--- config.mk ---
export PLATFORM = sky130hd
export DESIGN_NAME = piso_tx_sched
export DESIGN_NICKNAME = d
export VERILOG_FILES = /design/src/rtl/piso_tx_sched.sv
export SDC_FILE = /design/constraint.sdc
export NUM_CORES = 1
export LEC_CHECK = 0
export BUFFER_PORTS_ARGS = -buffer_cell sky130_fd_sc_hd__buf_2
export CAP_MARGIN = 25
export CORE_UTILIZATION = 45
export DETAILED_ROUTE_END_ITERATION = 12
export HOLD_SLACK_MARGIN = 0.03
export PLACE_DENSITY = 0.71
export SETUP_SLACK_MARGIN = 0.1
export SLEW_MARGIN = 20
export SYNTH_ARGS = -nofsm -noshare
export SYNTH_HDL_FRONTEND = slang
export SYNTH_SLANG_ARGS = --single-unit
--- constraint.sdc ---
create_clock -name clock -period 2.27 [get_ports clock]
set_input_delay 0.681 -clock clock [delete_from_list [all_inputs] [get_ports clock]]
set_output_delay 0.681 -clock clock [all_outputs]
set_load 0.02 [all_outputs]
--- src/rtl/piso_tx_sched.sv ---
// Two-requester round-robin transmit scheduler feeding a MSB-first PISO shifter.
// Emits one-cycle grants, a frame qualifier over the serial bits and a done strobe.
module piso_tx_sched #(
  parameter int unsigned WIDTH = 4,
  parameter int unsigned CNT_W = 2
) (
  input  logic             clock,
  input  logic             reset_n,
  input  logic             req0,
  input  logic [WIDTH-1:0] data0,
  input  logic             req1,
  input  logic [WIDTH-1:0] data1,
  output logic             gnt0,
  output logic             gnt1,
  output logic             sout,
  output logic             frame,
  output logic             busy,
  output logic             done
);

  typedef enum logic {
    IDLE  = 1'b0,
    SHIFT = 1'b1
  } state_t;

  state_t           r_state;
  logic [WIDTH-1:0] r_shift;
  logic [CNT_W-1:0] r_cnt;
  logic             r_ptr;
  logic             r_gnt0;
  logic             r_gnt1;
  logic             r_frame;
  logic             r_done;

  logic             w_pick1;
  logic [WIDTH-1:0] w_data;

  // r_ptr == 0 favours requester 0 when both are pending
  assign w_pick1 = req1 & (~req0 | r_ptr);
  assign w_data  = w_pick1 ? data1 : data0;

  always_ff @(posedge clock or negedge reset_n) begin
    if (!reset_n) begin
      r_state <= IDLE;
      r_shift <= '0;
      r_cnt   <= '0;
      r_ptr   <= 1'b0;
      r_gnt0  <= 1'b0;
      r_gnt1  <= 1'b0;
      r_frame <= 1'b0;
      r_done  <= 1'b0;
    end else begin
      case (r_state)
        IDLE: begin
          r_done <= 1'b0;
          r_gnt0 <= 1'b0;
          r_gnt1 <= 1'b0;
          if (req0 || req1) begin
            r_shift <= w_data;
            r_cnt   <= CNT_W'(WIDTH - 1);
            r_frame <= 1'b1;
            r_gnt0  <= ~w_pick1;
            r_gnt1  <= w_pick1;
            r_ptr   <= ~w_pick1;
            r_state <= SHIFT;
          end
        end
        SHIFT: begin
          r_gnt0 <= 1'b0;
          r_gnt1 <= 1'b0;
          if (r_cnt != '0) begin
            r_shift <= {r_shift[WIDTH-2:0], 1'b0};
            r_cnt   <= r_cnt - CNT_W'(1);
          end else begin
            r_frame <= 1'b0;
            r_done  <= 1'b1;
            r_state <= IDLE;
          end
        end
        default: r_state <= IDLE;
      endcase
    end
  end

  assign gnt0  = r_gnt0;
  assign gnt1  = r_gnt1;
  assign frame = r_frame;
  assign busy  = (r_state == SHIFT);
  assign done  = r_done;
  assign sout  = r_shift[WIDTH-1] & r_frame;

endmodule

==> results of run 1 <==
synthesized netlist by cell type, drive strengths merged:
cell type	number
nand4	1
o221a	3
nor4	4
mux2i	4
nor2b	2
nor2	3
nor3	2
ha	1
or3	1
dfrtp	12
and2	1
inv	4
nand3	3
buf	5
nand2	4
o21a	1
nand2b	2
a21oi	8
o22a	1
power by group through the flow:
stage / clock (mW) / sequential (mW) / combinational [mW]
floorplan: 0 / 0.400 / 0.312
global placement: 0 / 0.371 / 0.415
detailed placement: 0 / 0.375 / 0.421
CTS: 0.128 / 0.371 / 0.421
global route: 0.139 / 0.384 / 0.473
finish: 0.123 / 0.370 / 0.418
per-layer routing:
layer  vias up  global-route usage, %
met3         2                   6.82
met4         0                   7.76
li1        254                      -
met2        13                   23.4
met1       212                   23.9
met5         -                      0
through the flow:
| stage | hold slack [ps] | std cells |
|---|---|---|
| after floorplan | 385 | 62 |
| after global placement | 459 | 90 |
| after detailed placement | 462 | 90 |
| after CTS | 284 | 93 |
| after global routing | 287 | 93 |
| final | 281 | 93 |
layout make-up:
cell class / instances / area [um2]
fill: 142 / 579
sequential: 12 / 300
multi-input combinational: 41 / 273
timing repair buffer: 18 / 92.6
clock buffer: 3 / 22.5
tap: 15 / 18.8
inverter: 4 / 15.0
critical path, stage by stage (launching register included):
cell                      delay (ps)
sky130_fd_sc_hd__dfrtp_1         400
sky130_fd_sc_hd__and2_1          150
sky130_fd_sc_hd__buf_2           150
flip-flops by register name, indices dropped and copies added (netlist names):
name	flops
busy	1
frame	1
gnt0	1
done	1
r_ptr	1
r_cnt	2
gnt1	1
r_shift	4
logic make-up after synthesis:
group | Yosys count | share of synthesized area (%)
mux | 4 | 6.29
flops | 12 | 47.2
buf+inv | 9 | 10.0
fa+ha+maj | 1 | 1.96
simple gates | 23 | 20.4
compound gates | 13 | 14.1
final timing paths:
check | from | endpoint
setup / recovery | r_shift[3]$_DFFE_PN0P_ | sout
hold / removal | reset_n | r_ptr$_DFFE_PN0P_
setup reg to reg | r_cnt[1]$_DFFE_PN0P_ | r_shift[1]$_DFFE_PN0P_
hold reg to reg | done$_DFFE_PN0P_ | done$_DFFE_PN0P_
max in group asynchronous | reset_n | r_shift[3]$_DFFE_PN0P_
min in group clock | done$_DFFE_PN0P_ | done$_DFFE_PN0P_
==> impl_metrics.prom, run 1 <==
# TYPE chip_impl_metric gauge
chip_impl_info{name="run_status",value="complete, no violations"} 1
chip_impl_metric{name="syn-instance-count",unit=""} 62
chip_impl_metric{name="route.detailed.vias_per_inst",unit=""} 5.17
chip_impl_metric{name="place_congestion",unit=""} 0.702
chip_impl_metric{name="drc",unit=""} 0
chip_impl_metric{name="setup_viol_count_final",unit=""} 0
chip_impl_metric{name="clk_latency",unit="ps"} 260
chip_impl_info{name="synth_top_cell_by_area",value="sky130_fd_sc_hd__dfrtp_1"} 1
chip_impl_metric{name="clock-skew-final",unit="ps"} 6.23
chip_impl_metric{name="cap_viol_max_count",unit=""} 0
chip_impl_metric{name="clock_power_share",unit="%"} 13.5
chip_impl_metric{name="setup_total_negative_slack",unit="ps"} 0
chip_impl_metric{name="post-route-min-period",unit="ps"} 1640
chip_impl_metric{name="net_switching_component_of_the_power",unit="mW"} 0.347
chip_impl_metric{name="antenna_found_initial",unit=""} 0
chip_impl_metric{name="initial_core_util",unit="%"} 48.9
chip_impl_metric{name="clock_tree.htree_level_count",unit=""} 1
chip_impl_metric{name="power_density",unit="nW/um2"} 1260
chip_impl_metric{name="power_report.internal_total",unit="mW"} 0.565
chip_impl_metric{name="report.final.slew_viol_count",unit=""} 0
chip_impl_metric{name="coreArea",unit="um2"} 1300
chip_impl_metric{name="dieHeight",unit="um"} 39.6
chip_impl_metric{name="sequentialPowerShare",unit="%"} 40.6
chip_impl_metric{name="combinationalPowerShare",unit="%"} 45.9
chip_impl_metric{name="post-cts-setup-buffers",unit=""} 0
chip_impl_metric{name="wl_per_cell",unit="um"} 11.7
chip_impl_metric{name="antenna-diode-count",unit=""} 0
chip_impl_metric{name="grt_first_pass_wirelength",unit="mm"} 1.76
chip_impl_metric{name="cp_data_required_time",unit="ps"} 1590
chip_impl_metric{name="chipWidth",unit="um"} 39.6
chip_impl_metric{name="synth.ff_latch_count",unit=""} 12
chip_impl_metric{name="ir_worst_vdd",unit="V"} 0.000544
chip_impl_metric{name="remaining_global_route_overflow",unit=""} 0
chip_impl_info{name="layout.cells.most_common",value="sky130_fd_sc_hd__buf_2"} 1
chip_impl_metric{name="drt-pass1-iter-count",unit=""} 4
chip_impl_metric{name="fin_util",unit="%"} 55.5
chip_impl_metric{name="met2_length",unit="um"} 460
chip_impl_metric{name="power.switching_fraction",unit="%"} 38.1
chip_impl_metric{name="synth_area",unit="um2"} 637
chip_impl_metric{name="cts.reportedPaths.clkPinSlew",unit="ps"} 70
chip_impl_metric{name="io_buffer_count",unit=""} 17
chip_impl_metric{name="stdcell_area",unit="um2"} 722
chip_impl_metric{name="placed_inst_area",unit="um2"} 699
chip_impl_info{name="top_signal_layer_used",value="met4"} 1
chip_impl_metric{name="dpl_worst_slack",unit="ps"} 702
chip_impl_metric{name="synth.yosys.seq_area_share",unit="%"} 47.2
chip_impl_metric{name="synthDominantCellAreaShare",unit="%"} 47.2
chip_impl_info{name="highest_count_cells_in_the_layout_ignoring_fill_and_taps",value="sky130_fd_sc_hd__buf_2 (17), sky130_fd_sc_hd__dfrtp_1 (12), sky130_fd_sc_hd__a21oi_1 (8)"} 1
chip_impl_metric{name="cts.path.max_buffers",unit=""} 2
chip_impl_metric{name="clkSinkCount",unit=""} 12
chip_impl_metric{name="worst_r2r_path_depth",unit=""} 5
chip_impl_metric{name="grt_max_degree",unit=""} 19
chip_impl_metric{name="die-area",unit="um2"} 1570
chip_impl_metric{name="place.detailed.hpwl",unit="um"} 810
chip_impl_metric{name="worst_slack",unit="ps"} 634
chip_impl_metric{name="first_iter_violations",unit=""} 15
chip_impl_metric{name="yosysWarningCount",unit=""} 0
chip_impl_metric{name="relSlewSlack",unit="%"} 74.1
chip_impl_metric{name="cts-hold-fix-buffers",unit=""} 0
chip_impl_info{name="grt_setup_unrepaired",value="no"} 1
chip_impl_metric{name="num_rows",unit=""} 13
chip_impl_metric{name="critPathArrivalTime",unit="ps"} 950
chip_impl_metric{name="worstMarginPinSlew",unit="ps"} 389
chip_impl_info{name="clockRootBuffer",value="sky130_fd_sc_hd__clkbuf_4"} 1
chip_impl_metric{name="final-hold-violation-count",unit=""} 0
chip_impl_metric{name="grtUsageTotal",unit="%"} 17.4
chip_impl_info{name="tritoncts",value="yes"} 1
chip_impl_metric{name="crit_fanout",unit=""} 3
chip_impl_metric{name="routed_wl",unit="mm"} 1.09
chip_impl_metric{name="area_growth_syn_to_layout",unit="%"} 13.4
chip_impl_metric{name="netlist-cell-type-count",unit=""} 21
chip_impl_metric{name="reg2reg_setup_slack",unit="ps"} 860
chip_impl_metric{name="route.layer.met1.wl",unit="um"} 568
chip_impl_metric{name="cts_repair_resize_count",unit=""} 0
chip_impl_metric{name="share_of_final_layout_standard_cells_stronger_than_drive_strength_1",unit="%"} 33.3
chip_impl_info{name="startpoint_type",value="flip-flop"} 1
chip_impl_info{name="synth_top_cells_by_area",value="sky130_fd_sc_hd__dfrtp_1 (47%), sky130_fd_sc_hd__a21oi_1 (6.3%), sky130_fd_sc_hd__mux2i_1 (6.3%)"} 1
chip_impl_metric{name="fmax",unit="MHz"} 611
chip_impl_metric{name="number_of_buffers_added_by_the_clock_tree_synthesis_step",unit=""} 3
chip_impl_metric{name="design_power_total",unit="mW"} 0.912
chip_impl_info{name="worst_hold_path_type",value="in -> async"} 1
chip_impl_metric{name="routed-via-count",unit=""} 481
chip_impl_metric{name="vias_in_the_first_global_route",unit=""} 415
chip_impl_metric{name="route.antenna.remaining_nets",unit=""} 0
chip_impl_metric{name="num-nets-final",unit=""} 93
chip_impl_info{name="critPathCaptureType",value="output pin"} 1
chip_impl_metric{name="floorplan.io_pins",unit=""} 18
chip_impl_metric{name="power_leakage",unit="nW"} 0.355
chip_impl_metric{name="wl_met3",unit="um"} 52
chip_impl_metric{name="period_share",unit="%"} 72.1
chip_impl_metric{name="synth_fp_nets",unit=""} 75
chip_impl_metric{name="mapped_avg_cell_area",unit="um2"} 10.3
chip_impl_info{name="critical_setup_path_class",value="reg -> out"} 1
(Power assumes the default switching activity.)
==> run 2, diff against run 1 <==
Clock period 2.27 ns to 1.7 ns, I/O delays scaled along.
==> run 2 against run 1 <==
  * Die area did not move
  * Final area stayed put
  * Utilization is the same
  * Count of clock-buffer cells in the layout unchanged
  * Routed wire length up 6.1%
  * Clock power increased by 34%
  * Final cell count unchanged
  * Clock skew is 2.4 ps lower
  * First-iteration DRC count shrank 6.7%
  * Combinational power is 35% higher
  * Sequential share of layout area unchanged
  * Non-clock buffer count unchanged
  * Critical path type unchanged
  * Critical endpoint unchanged
  * Largest power group unchanged
==> impl_metrics.prom, run 2 (same netlist as run 1, synthesis figures left out) <==
# TYPE chip_impl_metric gauge
chip_impl_metric{name="setup_viol_count_final",unit=""} 0
chip_impl_metric{name="dp.cells",unit=""} 90
chip_impl_info{name="grt_setup_unrepaired",value="no"} 1
chip_impl_metric{name="final-hold-violation-count",unit=""} 0
chip_impl_metric{name="num_rows",unit=""} 13
chip_impl_metric{name="first_iter_violations",unit=""} 14
chip_impl_metric{name="cts_repair_resize_count",unit=""} 0
chip_impl_metric{name="number_of_buffers_added_by_the_clock_tree_synthesis_step",unit=""} 3
chip_impl_metric{name="remaining_global_route_overflow",unit=""} 0
chip_impl_info{name="highest_count_cells_in_the_layout_ignoring_fill_and_taps",value="sky130_fd_sc_hd__buf_2 (17), sky130_fd_sc_hd__dfrtp_1 (12), sky130_fd_sc_hd__a21oi_1 (8)"} 1
chip_impl_metric{name="fmax",unit="MHz"} 679
chip_impl_info{name="critical_path.cell_chain",value="and2_1 -> buf_2"} 1
chip_impl_metric{name="power_density",unit="nW/um2"} 1700
chip_impl_metric{name="floorplan.io_pins",unit=""} 18
chip_impl_metric{name="share_of_final_layout_standard_cells_stronger_than_drive_strength_1",unit="%"} 33.3
chip_impl_metric{name="relSlewSlack",unit="%"} 75.0
chip_impl_metric{name="cts.path.max_buffers",unit=""} 2
chip_impl_metric{name="placed_inst_area",unit="um2"} 699
chip_impl_metric{name="max_stage_delay",unit="ps"} 410
chip_impl_metric{name="place_congestion",unit=""} 0.745
chip_impl_metric{name="grtUsageTotal",unit="%"} 20.4
chip_impl_metric{name="critPathArrivalTime",unit="ps"} 960
chip_impl_metric{name="post-cts-setup-buffers",unit=""} 0
chip_impl_metric{name="route.antenna.remaining_nets",unit=""} 0
chip_impl_metric{name="final_cells",unit=""} 93
chip_impl_metric{name="ir_worst_vdd",unit="V"} 0.000706
chip_impl_metric{name="report.final.slew_viol_count",unit=""} 0
chip_impl_metric{name="wl_per_cell",unit="um"} 12.4
chip_impl_metric{name="coreArea",unit="um2"} 1300
chip_impl_metric{name="clkSinkCount",unit=""} 12
chip_impl_metric{name="setup_total_negative_slack",unit="ps"} 0
chip_impl_metric{name="drc",unit=""} 0
chip_impl_metric{name="grt_first_pass_wirelength",unit="mm"} 2.07
chip_impl_metric{name="cp_data_required_time",unit="ps"} 1190
chip_impl_metric{name="period_share",unit="%"} 86.6
chip_impl_info{name="tritoncts",value="yes"} 1
chip_impl_info{name="run_status",value="complete, no violations"} 1
chip_impl_metric{name="largest_register_ff_count",unit=""} 4
chip_impl_metric{name="power_leakage",unit="nW"} 0.355
chip_impl_metric{name="area_growth_syn_to_layout",unit="%"} 13.4
chip_impl_metric{name="final.hold.worst_slack",unit="ps"} 109
chip_impl_metric{name="io_buffer_count",unit=""} 17
chip_impl_metric{name="cts-hold-fix-buffers",unit=""} 0
chip_impl_info{name="clockRootBuffer",value="sky130_fd_sc_hd__clkbuf_4"} 1
chip_impl_metric{name="chipWidth",unit="um"} 39.6
chip_impl_metric{name="crit_fanout",unit=""} 4
chip_impl_metric{name="cts.reportedPaths.clkPinSlew",unit="ps"} 70
chip_impl_info{name="worst_hold_path_type",value="in -> async"} 1
chip_impl_metric{name="drt-pass1-iter-count",unit=""} 4
chip_impl_metric{name="routed_wl",unit="mm"} 1.16
chip_impl_info{name="layout.cells.most_common",value="sky130_fd_sc_hd__buf_2"} 1
chip_impl_metric{name="place.detailed.hpwl",unit="um"} 828
chip_impl_metric{name="fin_util",unit="%"} 55.5
chip_impl_info{name="path_delay_family",value="flip-flops"} 1
chip_impl_info{name="critPathCaptureType",value="output pin"} 1
chip_impl_metric{name="clk_latency",unit="ps"} 260
chip_impl_metric{name="post-route-min-period",unit="ps"} 1470
chip_impl_metric{name="antenna_found_initial",unit=""} 0
chip_impl_metric{name="clock-skew-final",unit="ps"} 3.79
chip_impl_metric{name="grt_max_degree",unit=""} 17
chip_impl_metric{name="critical_path_buf_inv_count",unit=""} 1
chip_impl_metric{name="die-area",unit="um2"} 1570
chip_impl_metric{name="nFillCells",unit=""} 124
chip_impl_metric{name="cap_viol_max_count",unit=""} 0
chip_impl_metric{name="stdcell_area",unit="um2"} 722
chip_impl_metric{name="dieHeight",unit="um"} 39.6
chip_impl_metric{name="multi_input_comb_area",unit="um2"} 273
chip_impl_metric{name="clock_tree.htree_level_count",unit=""} 1
chip_impl_metric{name="routed-via-count",unit=""} 500
chip_impl_info{name="startpoint_type",value="flip-flop"} 1
chip_impl_metric{name="antenna-diode-count",unit=""} 0
chip_impl_metric{name="initial_core_util",unit="%"} 48.9
chip_impl_metric{name="vias_in_the_first_global_route",unit=""} 467
chip_impl_info{name="critical_setup_path_class",value="reg -> out"} 1
chip_impl_metric{name="area.sequential",unit="um2"} 300
chip_impl_info{name="regMostFlops",value="r_shift"} 1
chip_impl_metric{name="route.detailed.vias_per_inst",unit=""} 5.38
chip_impl_info{name="crit_path_top_delay_cell",value="sky130_fd_sc_hd__dfrtp_1"} 1
chip_impl_metric{name="num-nets-final",unit=""} 93
chip_impl_info{name="top_regs",value="r_shift: 4 flops, r_cnt: 2 flops"} 1
chip_impl_metric{name="worstMarginPinSlew",unit="ps"} 374
[run 2: cell counts in the layout (fill, tap and decap cells not counted)]
No cell type changed its count.
[run 2: cell type report]
class	instances	share of cell area (%)
Sequential cell	12	41.6
Multi-Input combinational cell	41	37.8
Timing Repair Buffer	18	12.8
Inverter	4	2.08
Clock buffer	3	3.12
Tap cell	15	2.60
[run 2: final timing paths]
path / startpoint / endpoint / slack [ps] / cells past startpoint
max in group asynchronous: reset_n / r_ptr$_DFFE_PN0P_ / 1370 / 1
min: reset_n / r_cnt[1]$_DFFE_PN0P_ / 110 / 1
max: frame$_DFFE_PN0P_ / sout / 230 / 2
min reg2reg: done$_DFFE_PN0P_ / done$_DFFE_PN0P_ / 470 / 1
max reg2reg: r_cnt[0]$_DFFE_PN0P_ / r_shift[1]$_DFFE_PN0P_ / 280 / 5
min in group clock: done$_DFFE_PN0P_ / done$_DFFE_PN0P_ / 470 / 1
[run 2: per-layer routing]
layer / GRT usage [%] / vias to the layer above / part of all wire [%]
met1: 25.2 / 231 / 44
met4: 5.17 / 0 / 0
met3: 9.09 / 0 / 7.0
li1: - / 253 / -
met5: 0 / - / 0
met2: 32.0 / 16 / 48
[run 2: where the power goes]
| part | switching [mW] | internal [mW] | total, mW |
|---|---|---|---|
| logic | 0.299 | 0.266 | 0.565 |
| registers | 0.0893 | 0.409 | 0.498 |
| clock network | 0.0827 | 0.0818 | 0.165 |
[run 2: per-stage QoR]
stage	total power, mW	worst slack, ps
6_report	1.23	227
3_5_place_dp	1.06	294
3_3_place_gp	1.05	303
2_1_floorplan	0.951	464
4_1_cts	1.24	216
5_1_grt	1.34	142
==> run 3, diff against run 2 <==
Settings changed: PLACE_DENSITY 0.71 to not set, PLACE_DENSITY_LB_ADDON set to 0.15.
Clock period 1.7 ns to 1.9 ns, I/O delays scaled along.
==> run 3 against run 2 <==
  * Final area increased by 2.9%
  * Critical path depth decreased by 1
  * Global-route usage decreased by 2.4 points
  * Non-clock buffer count increased by 1
  * Power decreased by 5.9%
  * Combinational power decreased by 15%
  * Routed wire length decreased by 6.7%
  * Sequential share of layout area decreased by 1.2 points
  * Via count increased by 0.40%
  * Critical path type unchanged
==> impl_metrics.prom, run 3 (same netlist as run 1, synthesis figures left out) <==
# TYPE chip_impl_metric gauge
chip_impl_info{name="worst_hold_path_type",value="in -> async"} 1
chip_impl_info{name="regMostFlops",value="r_shift"} 1
chip_impl_metric{name="dieHeight",unit="um"} 39.6
chip_impl_metric{name="chipWidth",unit="um"} 39.6
chip_impl_info{name="clockRootBuffer",value="sky130_fd_sc_hd__clkbuf_4"} 1
chip_impl_info{name="crit-reg2reg-capture",value="r_shift[1]$_DFFE_PN0P_"} 1
chip_impl_metric{name="wl_per_cell",unit="um"} 11.4
chip_impl_metric{name="ir_worst_vdd",unit="V"} 0.000701
chip_impl_metric{name="clk_latency",unit="ps"} 270
chip_impl_metric{name="design_power_total",unit="mW"} 1.16
chip_impl_metric{name="number_of_buffers_added_by_the_clock_tree_synthesis_step",unit=""} 3
chip_impl_metric{name="cts.reportedPaths.clkPinSlew",unit="ps"} 80
chip_impl_metric{name="vias_in_the_first_global_route",unit=""} 443
chip_impl_metric{name="relSlewSlack",unit="%"} 68.0
chip_impl_metric{name="initial_core_util",unit="%"} 48.9
chip_impl_metric{name="dp.cells",unit=""} 91
chip_impl_metric{name="grt_first_pass_wirelength",unit="mm"} 1.87
chip_impl_metric{name="power_leakage",unit="nW"} 0.366
chip_impl_info{name="top_regs",value="r_shift: 4 flops, r_cnt: 2 flops"} 1
chip_impl_info{name="run_status",value="complete, no violations"} 1
chip_impl_info{name="grt_setup_unrepaired",value="no"} 1
chip_impl_info{name="tritoncts",value="yes"} 1
chip_impl_metric{name="setup_total_negative_slack",unit="ps"} 0
chip_impl_metric{name="final.hold.worst_slack",unit="ps"} 153
chip_impl_info{name="cp-endpoint",value="busy"} 1
chip_impl_metric{name="report.final.slew_viol_count",unit=""} 0
chip_impl_metric{name="cts.path.max_buffers",unit=""} 2
chip_impl_metric{name="route.detailed.vias_per_inst",unit=""} 5.28
chip_impl_metric{name="area.sequential",unit="um2"} 300
chip_impl_info{name="highest_count_cells_in_the_layout_ignoring_fill_and_taps",value="sky130_fd_sc_hd__buf_2 (17), sky130_fd_sc_hd__dfrtp_1 (12), sky130_fd_sc_hd__a21oi_1 (8)"} 1
chip_impl_metric{name="crit_fanout",unit=""} 14
chip_impl_metric{name="multi_input_comb_area",unit="um2"} 273
chip_impl_metric{name="post-route-min-period",unit="ps"} 1740
chip_impl_metric{name="cp_num_cells",unit=""} 1
chip_impl_metric{name="num-nets-final",unit=""} 94
chip_impl_metric{name="clock-skew-final",unit="ps"} 1.23
chip_impl_metric{name="place_congestion",unit=""} 0.717
chip_impl_metric{name="power_density",unit="nW/um2"} 1560
chip_impl_info{name="critical_path.cell_chain",value="buf_2"} 1
chip_impl_metric{name="cp_data_required_time",unit="ps"} 1330
chip_impl_info{name="path_delay_family",value="flip-flops"} 1
chip_impl_metric{name="final-hold-violation-count",unit=""} 0
chip_impl_info{name="timing.rr.start",value="r_cnt[0]$_DFFE_PN0P_"} 1
chip_impl_metric{name="place.detailed.hpwl",unit="um"} 805
chip_impl_metric{name="cts_repair_resize_count",unit=""} 0
chip_impl_metric{name="clock_tree.htree_level_count",unit=""} 1
chip_impl_metric{name="critPathArrivalTime",unit="ps"} 1170
chip_impl_metric{name="period_share",unit="%"} 91.8
chip_impl_metric{name="drc",unit=""} 0
chip_impl_metric{name="setup_viol_count_final",unit=""} 0
chip_impl_info{name="critical_setup_path_class",value="reg -> out"} 1
chip_impl_info{name="layout.cells.most_common",value="sky130_fd_sc_hd__buf_2"} 1
chip_impl_metric{name="route.antenna.remaining_nets",unit=""} 0
chip_impl_metric{name="final_cells",unit=""} 95
chip_impl_metric{name="antenna_found_initial",unit=""} 0
chip_impl_metric{name="share_of_final_layout_standard_cells_stronger_than_drive_strength_1",unit="%"} 35.0
chip_impl_info{name="timing.critical_path.from",value="busy$_DFF_PN0_"} 1
chip_impl_metric{name="routed-via-count",unit=""} 502
chip_impl_info{name="crit_path_top_delay_cell",value="sky130_fd_sc_hd__dfrtp_1"} 1
chip_impl_metric{name="num_rows",unit=""} 13
chip_impl_metric{name="reg2reg_setup_slack",unit="ps"} 480
chip_impl_metric{name="remaining_global_route_overflow",unit=""} 0
chip_impl_metric{name="clkSinkCount",unit=""} 12
chip_impl_info{name="critPathCaptureType",value="output pin"} 1
chip_impl_info{name="startpoint_type",value="flip-flop"} 1
chip_impl_metric{name="worstMarginPinSlew",unit="ps"} 480
chip_impl_metric{name="first_iter_violations",unit=""} 15
chip_impl_metric{name="area_growth_syn_to_layout",unit="%"} 16.7
chip_impl_metric{name="die-area",unit="um2"} 1570
chip_impl_metric{name="io_buffer_count",unit=""} 17
chip_impl_metric{name="coreArea",unit="um2"} 1300
chip_impl_metric{name="fmax",unit="MHz"} 574
chip_impl_metric{name="nFillCells",unit=""} 124
chip_impl_metric{name="largest_register_ff_count",unit=""} 4
chip_impl_metric{name="antenna-diode-count",unit=""} 0
chip_impl_metric{name="drt-pass1-iter-count",unit=""} 3
chip_impl_metric{name="fin_util",unit="%"} 57.1
chip_impl_metric{name="grtUsageTotal",unit="%"} 18.0
chip_impl_metric{name="floorplan.io_pins",unit=""} 18
chip_impl_metric{name="grt_max_degree",unit=""} 15
chip_impl_metric{name="critical_path_buf_inv_count",unit=""} 1
chip_impl_metric{name="post-cts-setup-buffers",unit=""} 0
chip_impl_metric{name="routed_wl",unit="mm"} 1.08
chip_impl_metric{name="max_stage_delay",unit="ps"} 640
chip_impl_metric{name="worst_r2r_path_depth",unit=""} 5
chip_impl_metric{name="cap_viol_max_count",unit=""} 0
chip_impl_metric{name="cts-hold-fix-buffers",unit=""} 0
run 3: cell count changes in the layout (fill, tap and decap cells not counted), sizes merged:
cell	change
clkbuf	+1
buf	+1
run 3: stage by stage:
stage / setup slack [ps] / area (um2)
floorplan: 604 / 637
global placement: 449 / 707
detailed placement: 440 / 707
CTS: 153 / 743
global route: 105 / 743
finish: 156 / 743
run 3: layout make-up:
class	instances	share of cell area [%]
inverter	4	2.02
sequential	12	40.4
clock buffer	4	4.88
tap	15	2.53
timing repair buffer	19	13.5
multi-input combinational	41	36.7
run 3: layer usage:
layer / vias to the layer above / share of wire [%] / track usage, % / wire length (um)
met5: - / 0 / 0 / 0
met4: 0 / 1.7 / 7.76 / 18
met3: 2 / 4.2 / 3.41 / 45
met2: 14 / 42 / 27.0 / 450
met1: 226 / 52 / 24.6 / 566
li1: 260 / - / - / -
run 3: worst min path at each step:
| stage | start | endpoint | cells past startpoint |
|---|---|---|---|
| after global placement | reset_n | r_shift[0]$_DFFE_PN0P_ | 1 |
| final | reset_n | r_shift[0]$_DFFE_PN0P_ | 1 |
| after floorplan | reset_n | busy$_DFF_PN0_ | 0 |
| after CTS | reset_n | r_shift[0]$_DFFE_PN0P_ | 1 |
| after global routing | reset_n | r_cnt[0]$_DFFE_PN0P_ | 1 |
| after detailed placement | reset_n | r_shift[0]$_DFFE_PN0P_ | 1 |
run 3: power by group:
group | switching (mW) | internal (mW)
clock network | 0.0897 | 0.116
registers | 0.102 | 0.365
logic | 0.239 | 0.244
total | 0.431 | 0.726
